<file path="src/rtl/mem_arb_pkg.sv">
// ----------------------------------------------------------------------------
// mem_arb_pkg : shared encodings and default constants for mem_port_arbiter
// Revision    : 1.0
// ----------------------------------------------------------------------------
`default_nettype none

package mem_arb_pkg;

    typedef enum logic [1:0] {
        IDLE  = 2'd0,
        I_BUS = 2'd1,
        D_BUS = 2'd2,
        RESP  = 2'd3
    } arb_state_t;

    typedef enum logic {
        OWN_I = 1'b0,
        OWN_D = 1'b1
    } arb_owner_t;

    localparam int C_STARVE_MAX_DEF  = 4;
    localparam int C_TIMEOUT_CYC_DEF = 256;

endpackage

`default_nettype wire

</file>
<file path="src/rtl/mem_arb_timeout.sv">
// ----------------------------------------------------------------------------
// mem_arb_timeout : bus wait counter; expire flags the last allowed wait cycle
// Revision        : 1.0
// ----------------------------------------------------------------------------
`default_nettype none

module mem_arb_timeout #(
    parameter int TIMEOUT_CYC = 256
) (
    input  logic clk,
    input  logic rst_n,
    input  logic clr,
    input  logic en,
    output logic expire
);

    localparam int C_CNT_W = (TIMEOUT_CYC > 2) ? $clog2(TIMEOUT_CYC) : 1;
    localparam logic [C_CNT_W-1:0] C_LAST = C_CNT_W'(TIMEOUT_CYC - 1);

    logic [C_CNT_W-1:0] r_cnt;

    assign expire = en && (r_cnt == C_LAST);

    always_ff @(posedge clk or negedge rst_n) begin
        if (!rst_n) begin
            r_cnt <= '0;
        end else if (clr) begin
            r_cnt <= '0;
        end else if (en && !expire) begin
            r_cnt <= r_cnt + 1'b1;
        end
    end

endmodule

`default_nettype wire

</file>
<file path="src/rtl/mem_port_arbiter.sv">
// ----------------------------------------------------------------------------
// mem_port_arbiter : fetch/load-store arbiter onto one single-outstanding bus,
//                    data priority with bounded fetch starvation.
//                    Optional bus timeout enabled by MEM_ARB_TIMEOUT_EN.
// Revision         : 1.0
// ----------------------------------------------------------------------------
`default_nettype none

module mem_port_arbiter
    import mem_arb_pkg::*;
#(
    parameter int ADDR_W      = 32,
    parameter int DATA_W      = 32,
    parameter int STARVE_MAX  = C_STARVE_MAX_DEF,
    parameter int TIMEOUT_CYC = C_TIMEOUT_CYC_DEF
) (
    input  logic                clk,
    input  logic                rst_n,
    input  logic                i_valid,
    input  logic [ADDR_W-1:0]   i_addr,
    output logic                i_ready,
    output logic [DATA_W-1:0]   i_rdata,
    input  logic                d_valid,
    input  logic                d_we,
    input  logic [ADDR_W-1:0]   d_addr,
    input  logic [DATA_W-1:0]   d_wdata,
    input  logic [DATA_W/8-1:0] d_wstrb,
    output logic                d_ready,
    output logic [DATA_W-1:0]   d_rdata,
    output logic                m_valid,
    output logic                m_we,
    output logic [ADDR_W-1:0]   m_addr,
    output logic [DATA_W-1:0]   m_wdata,
    output logic [DATA_W/8-1:0] m_wstrb,
    input  logic                m_ready,
    input  logic [DATA_W-1:0]   m_rdata,
    output logic                busy,
    output logic                err
);

    localparam int C_STRB_W = DATA_W / 8;
    localparam int C_CNT_W  = $clog2(STARVE_MAX + 1);
    localparam logic [C_CNT_W-1:0] C_STARVE_MAX = C_CNT_W'(STARVE_MAX);

    arb_state_t            r_state;
    arb_state_t            w_state_nxt;
    arb_owner_t            r_owner;
    logic [C_CNT_W-1:0]    r_starve_cnt;
    logic                  r_m_valid;
    logic                  r_m_we;
    logic [ADDR_W-1:0]     r_m_addr;
    logic [DATA_W-1:0]     r_m_wdata;
    logic [C_STRB_W-1:0]   r_m_wstrb;
    logic [DATA_W-1:0]     r_i_rdata;
    logic [DATA_W-1:0]     r_d_rdata;
    logic                  w_grant_d;
    logic                  w_grant_i;
    logic                  w_bus_done;
    logic                  w_timeout;
    logic [DATA_W-1:0]     w_rdata_cap;

    assign m_valid = r_m_valid;
    assign m_we    = r_m_we;
    assign m_addr  = r_m_addr;
    assign m_wdata = r_m_wdata;
    assign m_wstrb = r_m_wstrb;
    assign i_rdata = r_i_rdata;
    assign d_rdata = r_d_rdata;

    always_ff @(posedge clk or negedge rst_n) begin
        if (!rst_n) begin
            r_state <= IDLE;
        end else begin
            r_state <= w_state_nxt;
        end
    end

    always_comb begin
        w_state_nxt = r_state;
        w_grant_d   = 1'b0;
        w_grant_i   = 1'b0;
        w_bus_done  = 1'b0;
        busy        = (r_state != IDLE);
        i_ready     = 1'b0;
        d_ready     = 1'b0;
        case (r_state)
            IDLE: begin
                if (d_valid && (!i_valid || (r_starve_cnt < C_STARVE_MAX))) begin
                    w_grant_d   = 1'b1;
                    w_state_nxt = D_BUS;
                end else if (i_valid) begin
                    w_grant_i   = 1'b1;
                    w_state_nxt = I_BUS;
                end
            end
            I_BUS, D_BUS: begin
                if (m_ready || w_timeout) begin
                    w_bus_done  = 1'b1;
                    w_state_nxt = RESP;
                end
            end
            RESP: begin
                i_ready     = (r_owner == OWN_I);
                d_ready     = (r_owner == OWN_D);
                w_state_nxt = IDLE;
            end
            default: w_state_nxt = IDLE;
        endcase
    end

    // A real m_ready wins over a timeout landing in the same cycle.
    assign w_rdata_cap = m_ready ? m_rdata : '0;

    always_ff @(posedge clk or negedge rst_n) begin
        if (!rst_n) begin
            r_owner      <= OWN_I;
            r_starve_cnt <= '0;
            r_m_valid    <= 1'b0;
            r_m_we       <= 1'b0;
            r_m_addr     <= '0;
            r_m_wdata    <= '0;
            r_m_wstrb    <= '0;
            r_i_rdata    <= '0;
            r_d_rdata    <= '0;
        end else begin
            if (w_grant_d) begin
                r_owner   <= OWN_D;
                r_m_valid <= 1'b1;
                r_m_we    <= d_we;
                r_m_addr  <= d_addr;
                r_m_wdata <= d_wdata;
                r_m_wstrb <= d_wstrb;
                if (i_valid && (r_starve_cnt < C_STARVE_MAX)) begin
                    r_starve_cnt <= r_starve_cnt + 1'b1;
                end
            end else if (w_grant_i) begin
                r_owner      <= OWN_I;
                r_m_valid    <= 1'b1;
                r_m_we       <= 1'b0;
                r_m_addr     <= i_addr;
                r_m_wdata    <= '0;
                r_m_wstrb    <= '0;
                r_starve_cnt <= '0;
            end
            if (w_bus_done) begin
                r_m_valid <= 1'b0;
                if (r_owner == OWN_I) begin
                    r_i_rdata <= w_rdata_cap;
                end else begin
                    r_d_rdata <= r_m_we ? '0 : w_rdata_cap;
                end
            end
        end
    end

`ifdef MEM_ARB_TIMEOUT_EN
    logic w_in_bus;
    logic r_err;

    assign w_in_bus = (r_state == I_BUS) || (r_state == D_BUS);
    assign err      = r_err;

    mem_arb_timeout #(
        .TIMEOUT_CYC (TIMEOUT_CYC)
    ) u_timeout (
        .clk    (clk),
        .rst_n  (rst_n),
        .clr    (!w_in_bus || m_ready),
        .en     (w_in_bus && !m_ready),
        .expire (w_timeout)
    );

    always_ff @(posedge clk or negedge rst_n) begin
        if (!rst_n) begin
            r_err <= 1'b0;
        end else if (w_timeout && !m_ready) begin
            r_err <= 1'b1;
        end
    end
`else
    assign w_timeout = 1'b0;
    assign err       = 1'b0;
`endif

endmodule

`default_nettype wire

</file>
<file path="config.mk">
export PLATFORM = sky130hd
export DESIGN_NAME = mem_port_arbiter
export DESIGN_NICKNAME = d
export VERILOG_FILES = /design/src/rtl/mem_arb_pkg.sv /design/src/rtl/mem_arb_timeout.sv /design/src/rtl/mem_port_arbiter.sv
export SDC_FILE = /design/constraint.sdc
export NUM_CORES = 1
export LEC_CHECK = 0
export CORE_MARGIN = 3
export CORE_UTILIZATION = 45
export CTS_BUF_LIST = sky130_fd_sc_hd__clkbuf_8
export DETAILED_ROUTE_END_ITERATION = 7
export HOLD_SLACK_MARGIN = 0.12
export PLACE_DENSITY = 0.93
export SYNTH_ARGS = -nofsm -noshare
export SYNTH_HDL_FRONTEND = slang
export SYNTH_SLANG_ARGS = --single-unit
</file>
<file path="constraint.sdc">
create_clock -name clk -period 2.5 [get_ports clk]
set_input_delay 0.5 -clock clk [delete_from_list [all_inputs] [get_ports clk]]
set_output_delay 0.5 -clock clk [all_outputs]
set_load 0.02 [all_outputs]
</file>
# Yosys cells after proc, flatten, opt, wreduce, memory -nomap -nowiden
# Index checks and enable logic that the tools add are counted.
[op_classes]
bitwise = 1
reduce_logical = 13
eq_ne = 6
magnitude_cmp = 1
mux = 30
n_addsub = 1
[ops]
columns = ["operator", "count"]
rows = [
  ["32-bit two-way mux", 6],
  ["1-bit two-way mux", 15],
  ["3-bit two-way mux", 3],
  ["4-bit two-way mux", 2],
  ["2-bit AND reduction", 4],
  ["2-bit two-way mux", 3],
  ["2-bit one-hot mux with 3 select lines", 1],
  ["2-bit == test, second input constant", 2],
  ["2-bit nonzero test", 2],
  ["3-bit by 1-bit adder with 3-bit output, second input constant", 1],
  ["3-bit less-than comparator, second input constant", 1],
  ["3-bit != test, second input constant", 1],
  ["3-bit nonzero test", 1],
  ["2-bit by 1-bit == test with 1-bit output, second input constant", 1],
  ["1-bit logical AND", 2],
  ["2-bit zero test", 1],
  ["2-bit by 1-bit != test with 1-bit output, second input constant", 1],
  ["2-bit != test, second input constant", 1],
  ["2-bit OR reduction", 1],
  ["1-bit zero test", 1],
  ["1-bit logical OR", 1],
  ["1-bit NOT", 1],
]
[totals]
wordCells = 62
inputBits = 138
output_inout_bits = 138
regBits = 140

# Logic depth before layout (Yosys ltp)
[logic_depth]
ltp_word = 8
mapped_depth = 7
ltp_nobuf = 5

# Worst setup path after synthesis
# Ideal clock, no wire load.
[synth_path]
path_kind = "register -> output"
from = "reg r_state[0]"
to = "out busy"
path_buffers = 1
path_stages_with_launch = 5
slack_ns = 0.855
t_arrival_ns = 1.145
required_time_ns = 2.000
cell_sequence = "dfrtp_1 inv_1 ha_1 inv_2 clkbuf_1"
[synth_between]
elab_chain_cells = 1
[synth_lines]
columns = ["item", "line", "source"]
rows = [
  ["start, declared", "mem_port_arbiter.sv:45", "arb_state_t r_state;"],
  ["start signal, assigned", "mem_port_arbiter.sv:74", "r_state <= w_state_nxt;"],
  ["2-bit nonzero test", "mem_port_arbiter.sv:83", "busy = (r_state != IDLE);"],
  ["end, declared", "mem_port_arbiter.sv:37", "output logic busy,"],
]
# No other way between the ends.

# Worst setup path in the final report
[layout_path]
from = "reg r_state[0]"
to = "out i_ready"
[layout_between]
elab_chain_cells = 2
[layout_lines]
columns = ["item", "line", "source"]
rows = [
  ["2-bit == test", "mem_port_arbiter.sv:86", "case (r_state)"],
  ["1-bit two-way mux", "mem_port_arbiter.sv:86", ""],
  ["end, declared", "mem_port_arbiter.sv:21", "output logic i_ready,"],
]
# No other way between the ends.

==> results.cfg <==
[run_status]
status = finished clean

[job]
maxCapViolCount = 0

[drt]
vias = 5066
drt_first_pass_iters = 6
routed_wl_microns = 17480
drc = 0
vias_per_cell = 5.316
final_antenna_net_count = 0
drt_iter0_drc = 376
wire_per_inst_microns = 18.34

[worst_hold_path]
hold_depth = 2
min_path_type = reg -> reg

[clock_network]
post-cts-setup-buffers = 0
cts-root-buf = clkbuf_8
htree_levels = 4
clkTransAtPathRegs_ns = 0.08
cts_made_buffers = 17
clock_latency_ns = 0.44
cts.sinks = 140
cts_tree = yes
cts_buffer_depth = 2

[yosys]
synth_seq_cells = 140
netlist_area_sq_mm = 0.005704
synth_adder_area_share = 0.006580
yosys.area_share.simple = 0.08818
yosys.area.top_type = dfrtp_1
synth-xor-area-share = 0
syn_area_per_cell_sq_um = 11.32
synth_top_family_by_area = compound AO/OA/AOI/OAI gates
ys_seq_area_frac = 0.6142
yosys_warnings = 0
netlist_instances = 504
synth.area.top_cells = dfrtp_1 61%, mux2_2 6.5%, a22o_1 6.0%, a21oi_1 5.7%, o21ai_0 5.5%
synth_top_area_frac = 0.6142
syn_nets = 645
synth.distinct_cells = 30
synthMuxAreaShare = 0.06515
synth_compound_area_frac = 0.1886

[setup_path]
arrival_ns = 1.79
slowest_stage = clkdlybuf4s50_1
worstPathCellList = ha_1, nor2b_1, clkdlybuf4s50_1
reg2reg_depth = 7
path_buf_inv = 1
end_kind = primary output
required_ns = 2.00
critPathTopFamily = buffers and inverters
start_kind = flip-flop
worstSetupPathType = reg -> out
max_stage_delay_ns = 0.64
worstPathMaxFanout = 3
crit_cells = 3

[layout]
area_growth_pct = 57.60
drive_gt1_frac = 0.1057
layout.nets = 914
antenna_cells = 0
stdcell_count = 953

[floorplanning]
ioPinCount = 276
initial_utilization = 0.4671
dieWidth_microns = 118.6
rows = 40
dieArea_sq_mm = 0.01406
die_y_microns = 118.6
core_area_sq_mm = 0.01221

[timing]
period_share = 0.9141
setup_viol = 0
setup_tns_ns = 0
whs_ns = 0.4853
rsz0062_at_grt = false
hold_viol = 0
relSlewSlack = 0.6080
drv_slew = 0
worst_pin_slew_ns = 0.5879
timing.fmax_mhz = 437.6
skew_ns = 0.01063
min_period_ns = 2.285

[place]
port_buffers = 274
dp_cells = 921
place_congestion = 0.8160
place_hpwl_microns = 12850

[pwr]
power.density_mw_per_mm2 = 1303
ir_drop_mv = 0.7093
p_leak_nw = 3.853

[global_routing]
overflow = 0
grt_pass1_wl_microns = 28200
grtUsageTotal = 0.2517
grt_pass1_vias = 5362
grt_start_max_net_pins = 65
antenna_found_initial = 0
==> final cells by class <==
| class | count | area, sq um |
|---|---|---|
| timing repair buffer | 288 | 2892 |
| tap | 168 | 210.2 |
| sequential | 140 | 3503 |
| inverter | 4 | 15.01 |
| clock buffer | 17 | 234.0 |
| multi-input combinational | 322 | 2004 |
| clock inverter | 14 | 131.4 |
| fill | 823 | 3222 |
==> logic make-up (layout without fill, tap and decap cells) <==
| family | count (synthesis) | after routing |
|---|---|---|
| AND/OR/NAND/NOR | 108 | 108 |
| multiplexers | 33 | 33 |
| AO/OA/AOI/OAI | 177 | 177 |
| adder cells (fa/ha/maj) | 3 | 3 |
| flip-flops | 140 | 140 |
| other | 1 | 1 |
| buffers and inverters | 42 | 323 |
==> registers in the layout, indices dropped and copies added (netlist names) <==
register	cells
r_owner	1
i_rdata	32
m_wstrb	4
m_valid	1
r_starve_cnt	3
m_addr	32
m_we	1
d_rdata	32
r_state	2
m_wdata	32
==> power by group <==
part | switching, mW | internal, mW
sequential | 0.614 | 3.30
clock | 0.846 | 0.864
combinational | 3.15 | 2.94
==> metrics by stage <==
| stage | power (mW) | cell area (sq um) | utilization | worst slack [ns] |
|---|---|---|---|---|
| 2_1_floorplan | 7.071 | 5704 | - | 0.8550 |
| 3_3_place_gp | 9.770 | 8612 | 0.7052 | 0.4154 |
| 3_5_place_dp | 10.06 | 8612 | 0.7052 | 0.3691 |
| 4_1_cts | 11.80 | 8987 | 0.7360 | 0.07541 |
| 5_1_grt | 12.38 | 8990 | 0.7362 | 0.08733 |
| 6_report | 11.72 | 8990 | 0.7362 | 0.2148 |
==> path summary, 6_finish.rpt <==
| kind | startpoint | endpoint | slack (ns) |
|---|---|---|---|
| max | r_state[0] | i_ready | 0.21 |
| min | d_rdata[16] | d_rdata[16] | 0.49 |
| max reg2reg | r_state[0] | m_we | 0.61 |
| min reg2reg | d_rdata[16] | d_rdata[16] | 0.49 |
| max in group asynchronous | rst_n | i_rdata[0] | 1.12 |
| min in group asynchronous | rst_n | d_rdata[5] | 0.61 |
==> worst reg2reg max path, cell delays in order, from the launching register on <==
cell     delay (ns)
dfrtp_1        0.40
inv_1          0.07
ha_1           0.32
inv_2          0.06
buf_4          0.24
nor2_4         0.15
buf_4          0.35
a22o_1         0.23
==> routing by layer <==
| metal | GRT usage | up-vias | part of all wire |
|---|---|---|---|
| li1 | - | 2288 | - |
| met3 | 0.08182 | 33 | 0.083 |
| met4 | 0.09196 | 0 | 0.022 |
| met5 | 0 | - | 0 |
| met1 | 0.2854 | 2502 | 0.38 |
| met2 | 0.4426 | 243 | 0.52 |
==> layout by cell type, fill, tap and decap left out, types with 10 or more instances in the layout <==
master | synthesis | routed
a21oi_1 | 65 | 65
a22o_1 | 39 | 39
buf_4 | 2 | 10
clkbuf_8 | 0 | 17
clkdlybuf4s50_1 | 0 | 272
dfrtp_1 | 140 | 140
mux2_2 | 33 | 33
nand2_1 | 37 | 37
nand2b_1 | 32 | 32
nor2_1 | 34 | 34
o21ai_0 | 63 | 63
==> what timing repair did <==
item | in CTS | in global routing
gates resized for setup | 0 | 1
setup endpoints to repair | 0 | 1
hold buffers | 1 | 0
endpoints found under the hold margin | 62 | 0
==> synthesized netlist by cell type (all sizes together) <==
library cell / count
o31ai: 1
a22o: 39
nand2: 37
and2: 1
a21bo: 1
o21ai: 64
nand3: 1
a21o: 2
o21a: 1
dfrtp: 140
a21boi: 1
ha: 3
a2bb2oi: 2
conb: 1
o32a: 1
nor2b: 1
inv: 4
nand3b: 1
buf: 21
mux2: 33
nand2b: 32
a21oi: 65
clkbuf: 17
nor2: 35
(Power assumes the default switching activity.)
==> RTL change 1 (config.mk and constraints unchanged) <==
Build with the macro `MEM_ARB_TIMEOUT_EN` defined.
--- a/src/rtl/mem_port_arbiter.sv
+++ b/src/rtl/mem_port_arbiter.sv
@@ -6,4 +6,6 @@
 // ----------------------------------------------------------------------------
 `default_nettype none
+
+`define MEM_ARB_TIMEOUT_EN
 
 module mem_port_arbiter
Check against the original RTL: no difference found for any inputs over 4 cycles, from zero or initial values and one cycle with rst_n low; that may be too few to reach the edited logic, so the function may still have changed.
==> RTL change 1 against the unedited design <==
  * Final area is 2.6% higher
  * Via count rose by 2.8%
  * Die area increased by 3.9%
  * Combinational power fell by 4.9%
  * Core utilization shrank 1.4 points
  * Worst setup slack gained 0.022 ns
  * Wire length down 0.92%
  * Fmax increased by 0.95%
  * Synthesized area is 4.1% higher
  * Sequential cell count up 9
  * Total power shrank 0.46%
  * Largest power group unchanged
  * Highest routed layer unchanged
==> RTL change 1: results (changes against the unedited design) <==
| Metric | Value |
|---|---|
| Lkg Pwr | `4.145 nW (+7.6%)` |
| Share of layout cells above drive strength 1 | `0.06765 (-0.03808)` |
| Pin count of the biggest net entering global routing | `71 (+9.2%)` |
| Clock transition at path regs | `0.08 ns (about the same)` |
| FF-to-FF path depth | `6 (-1)` |
| Critical path's top delay family | `buffers and inverters` |
| Setup TNS | `0 ns (unchanged)` |
| Slew @ Worst Pin | `0.5060 ns (-0.08188 ns)` |
| XOR/XNOR share of the synthesized area | `0.004423 (+0.004423)` |
| Wirelength per Cell | `17.58 µm (-4.1%)` |
| Synth Area in Adders | `0.01053 (+0.003950)` |
| GRT Total Usage | `0.2372 (-0.01446)` |
| Clk root buf | `clkbuf_8` |
| Hold Path Class | `reg -> reg` |
| NumNets Final | `944 (+3.3%)` |
| Final HPWL DP | `12230 µm (-4.9%)` |
| Critical Path AT | `1.76 ns (-0.03 ns)` |
| Syn_area_per_cell | `11.17 µm² (-1.3%)` |
| TritonRoute pass-1 iters | `7 (+1)` |
| Placed cells | `953 (+3.5%)` |
| Vias in the first global route | `5303 (-1.1%)` |
| Crit path largest cell delay | `0.61 ns (-0.03 ns)` |
| First-pass GRT wire length | `27200 µm (-3.5%)` |
| RR Startpoint | `r_state[0]` |
| Compound-Gate Fraction of Synth Area | `0.1466 (-0.04205)` |
| R2r setup slk | `0.51 ns (-0.10 ns)` |
| Routability Congestion | `0.7703 (-5.6%)` |
| CTS Buf Count | `17 (unchanged)` |
| DP Area | `0.008827 mm² (+2.5%)` |
| Port Buffer Count | `275 (+0.36%)` |
| Seq/Total Area, Yosys | `0.6276 (+0.01346)` |
| Netlist cell types | `40 (+33%)` |
| Clock Skew | `0.01050 ns (-0.0001331 ns)` |
| RR Endpoint | `d_rdata[14]` |
| Via count | `5208 (+2.8%)` |
| Synth top area cells | `dfrtp_1 63%, a22o_1 9.4%, nand2_1 5.7%` |
| Outcome | `complete, no violations` |
| Crit path max fanout | `7 (+4)` |
| Clock Latency Late Sink | `0.43 ns` |
| Post-synthesis mux area share | `0.006950 (-0.05820)` |
| Initial drt markers | `454 (+21%)` |
| Max VDD drop | `0.0006523 V (-8.0%)` |
| Final Routed Wirelength | `17320 µm (-0.92%)` |
| Synth cell count leaders | `149 x dfrtp_1, 90 x nand2_1, 73 x nor2_1, 64 x a22o_1, 39 x nand3_1` |
| Critical Path Start | `r_owner` |
| Post-Syn Nets | `675 (+4.7%)` |
| Setup crit end | `d_ready` |
| Post-synthesis async set-or-reset flop share | `1.000 (unchanged)` |
| Number of fill cells | `828 (+0.61%)` |
==> RTL change 1: layout make-up <==
cell class	instances	area share
Sequential cell	149	0.4043
Timing Repair Buffer	285	0.3141
Multi-Input combinational cell	344	0.2152
Clock buffer	18	0.02686
Tap cell	172	0.02333
Clock inverter	13	0.01465
Inverter	4	0.001628
==> RTL change 1: routing by layer <==
layer	wire length, µm	up-vias	global-route usage
met5	0	-	0
met4	320	0	0.08428
met3	1753	27	0.08765
met2	8462	278	0.3928
met1	6779	2506	0.2847
li1	-	2397	-
==> RTL change 1: what timing repair did <==
item / CTS / global route
resized for setup: 0 / 1
endpoints found under the setup margin: 0 / 1
hold buffers: 1 / 0
hold endpoints to repair: 54 / 0
==> RTL change 1: power breakdown <==
group | switching, W | internal (W) | total (W) | leakage [nW]
sequential | 0.000634 | 0.00344 | 0.00407 | 1.84
clock | 0.000895 | 0.000903 | 0.00180 | 0.188
combinational | 0.00302 | 0.00277 | 0.00579 | 2.12
==> RTL change 1: metrics by stage <==
step | utilization | setup slack (ns) | hold WS, ns
finish | 0.7220 | 0.2363 | 0.4924
global route | 0.7220 | 0.1537 | 0.5045
CTS | 0.7218 | 0.05204 | 0.4957
detailed placement | 0.6911 | 0.3511 | 0.4741
global placement | 0.6911 | 0.4110 | 0.4638
floorplan | - | 0.7806 | 0.2044
==> RTL change 1: worst min path at each step <==
stage          slack, ns         end  start  cells past startpoint
2_1_floorplan       0.20  d_rdata[0]  rst_n                      0
3_3_place_gp        0.46         err    err                      1
3_5_place_dp        0.47         err    err                      1
4_1_cts             0.50         err    err                      1
5_1_grt             0.50         err    err                      1
6_report            0.49         err    err                      1
==> RTL change 2 (same settings) <==
Without the edit above. Encoding of `arb_state_t`: now one-hot (4 bits for 4 states).
--- a/src/rtl/mem_arb_pkg.sv
+++ b/src/rtl/mem_arb_pkg.sv
@@ -7,9 +7,9 @@
 package mem_arb_pkg;
 
-    typedef enum logic [1:0] {
-        IDLE  = 2'd0,
-        I_BUS = 2'd1,
-        D_BUS = 2'd2,
-        RESP  = 2'd3
+    typedef enum logic [3:0] {
+        IDLE  = 4'b0001,
+        I_BUS = 4'b0010,
+        D_BUS = 4'b0100,
+        RESP  = 4'b1000
     } arb_state_t;
 
Check against the original RTL: no difference found for any inputs over 4 cycles, from zero or initial values and one cycle with rst_n low; so few cycles prove little.
==> RTL change 2 against the unedited design <==
  * Total power grew 1.6%
  * Sequential cell count up 2
  * First-iteration DRC count fell by 33%
  * Hold slack better by 0.016 ns
  * Critical endpoint is now d_ready
  * Largest cell class unchanged
  * Fmax decreased by 3.5%
  * Wire length up 0.15%
  * Critical path depth unchanged
  * Worst setup slack got worse by 0.082 ns
  * Synthesized area rose by 0.97%
  * Final area rose by 1.4%
==> RTL change 2: results (changes against the unedited design) <==
| Metric | Value |
|---|---|
| GRT Total Usage | `0.2531 (+0.001379)` |
| Met2 Track Usage GR | `0.4369 (-0.005681)` |
| XOR/XNOR share of the synthesized area | `0.001521 (+0.001521)` |
| Seq/Total Area, Yosys | `0.6172 (+0.003036)` |
| Synth top area cells | `dfrtp_1 61%, mux2_2 13%, a22o_1 5.6%` |
| Syn_area_per_cell | `13.94 µm² (+23%)` |
| Lkg Pwr | `3.908 nW (+1.4%)` |
| Synth Area in Adders | `0.002172 (-0.004408)` |
| CTS resizes | `1 (+1)` |
| Vias in the first global route | `5126 (-4.4%)` |
| TritonRoute pass-1 iters | `4 (-2)` |
| DP Area | `0.008722 mm² (+1.3%)` |
| First-pass GRT wire length | `27900 µm (-1.1%)` |
| Slew @ Worst Pin | `0.5095 ns (-0.07846 ns)` |
| Clock Skew | `0.009340 ns (-0.001294 ns)` |
| Post-Syn Nets | `552 (-14%)` |
| Critical Path AT | `1.87 ns (+0.08 ns)` |
| FF-to-FF path depth | `5 (-2)` |
| Final HPWL DP | `12890 µm (+0.28%)` |
| NumNets Final | `827 (-9.5%)` |
| Outcome | `complete, no violations` |
| Clock share of power | `0.149 (+0.003)` |
| Max VDD drop | `0.0007418 V (+4.6%)` |
| Netlist cell types | `35 (+17%)` |
| Post-synthesis mux area share | `0.1251 (+0.05999)` |
| Comb power frac | `0.513 (-0.007)` |
| PwrDens | `1306 mW/mm² (+0.22%)` |
| Pin count of the biggest net entering global routing | `57 (-12%)` |
| Wirelength per Cell | `20.21 µm (+10%)` |
| Switch Pwr | `0.004452 W (-3.3%)` |
| Crit path max fanout | `4 (+1)` |
| Compound-Gate Fraction of Synth Area | `0.1666 (-0.02201)` |
| Initial drt markers | `252 (-33%)` |
| Post-DR vias/cell | `5.393 (+1.4%)` |
| Synth cell count leaders | `141 x dfrtp_1, 64 x mux2_2, 37 x a22o_1` |
| Routability Congestion | `0.7994 (-2.0%)` |
| Hold depth | `1 (-1)` |
| Clock Latency Late Sink | `0.44 ns (about the same)` |
[RTL change 2: worst paths after layout]
check	start	to	slack (ns)
max	r_state[1]	d_ready	0.13
min	m_wdata[18]	m_wdata[18]	0.50
max reg2reg	r_state[0]	m_wdata[22]	0.52
min reg2reg	m_wdata[18]	m_wdata[18]	0.50
max in group asynchronous	rst_n	i_rdata[27]	1.22
min in group asynchronous	rst_n	i_rdata[8]	0.58
[RTL change 2: area by class of cell]
class | count | area (µm²)
Multi-Input combinational cell | 232 | 2041
Tap cell | 168 | 210.2
Sequential cell | 142 | 3555
Inverter | 4 | 15.01
Clock inverter | 11 | 130.1
Timing Repair Buffer | 291 | 2913
Clock buffer | 18 | 247.7
Fill cell | 771 | 3151
[RTL change 2: routing by layer]
layer | share of wire | wire length [µm]
met1 | 0.37 | 6484
met2 | 0.52 | 9099
met3 | 0.090 | 1571
met4 | 0.020 | 348
met5 | 0 | 0
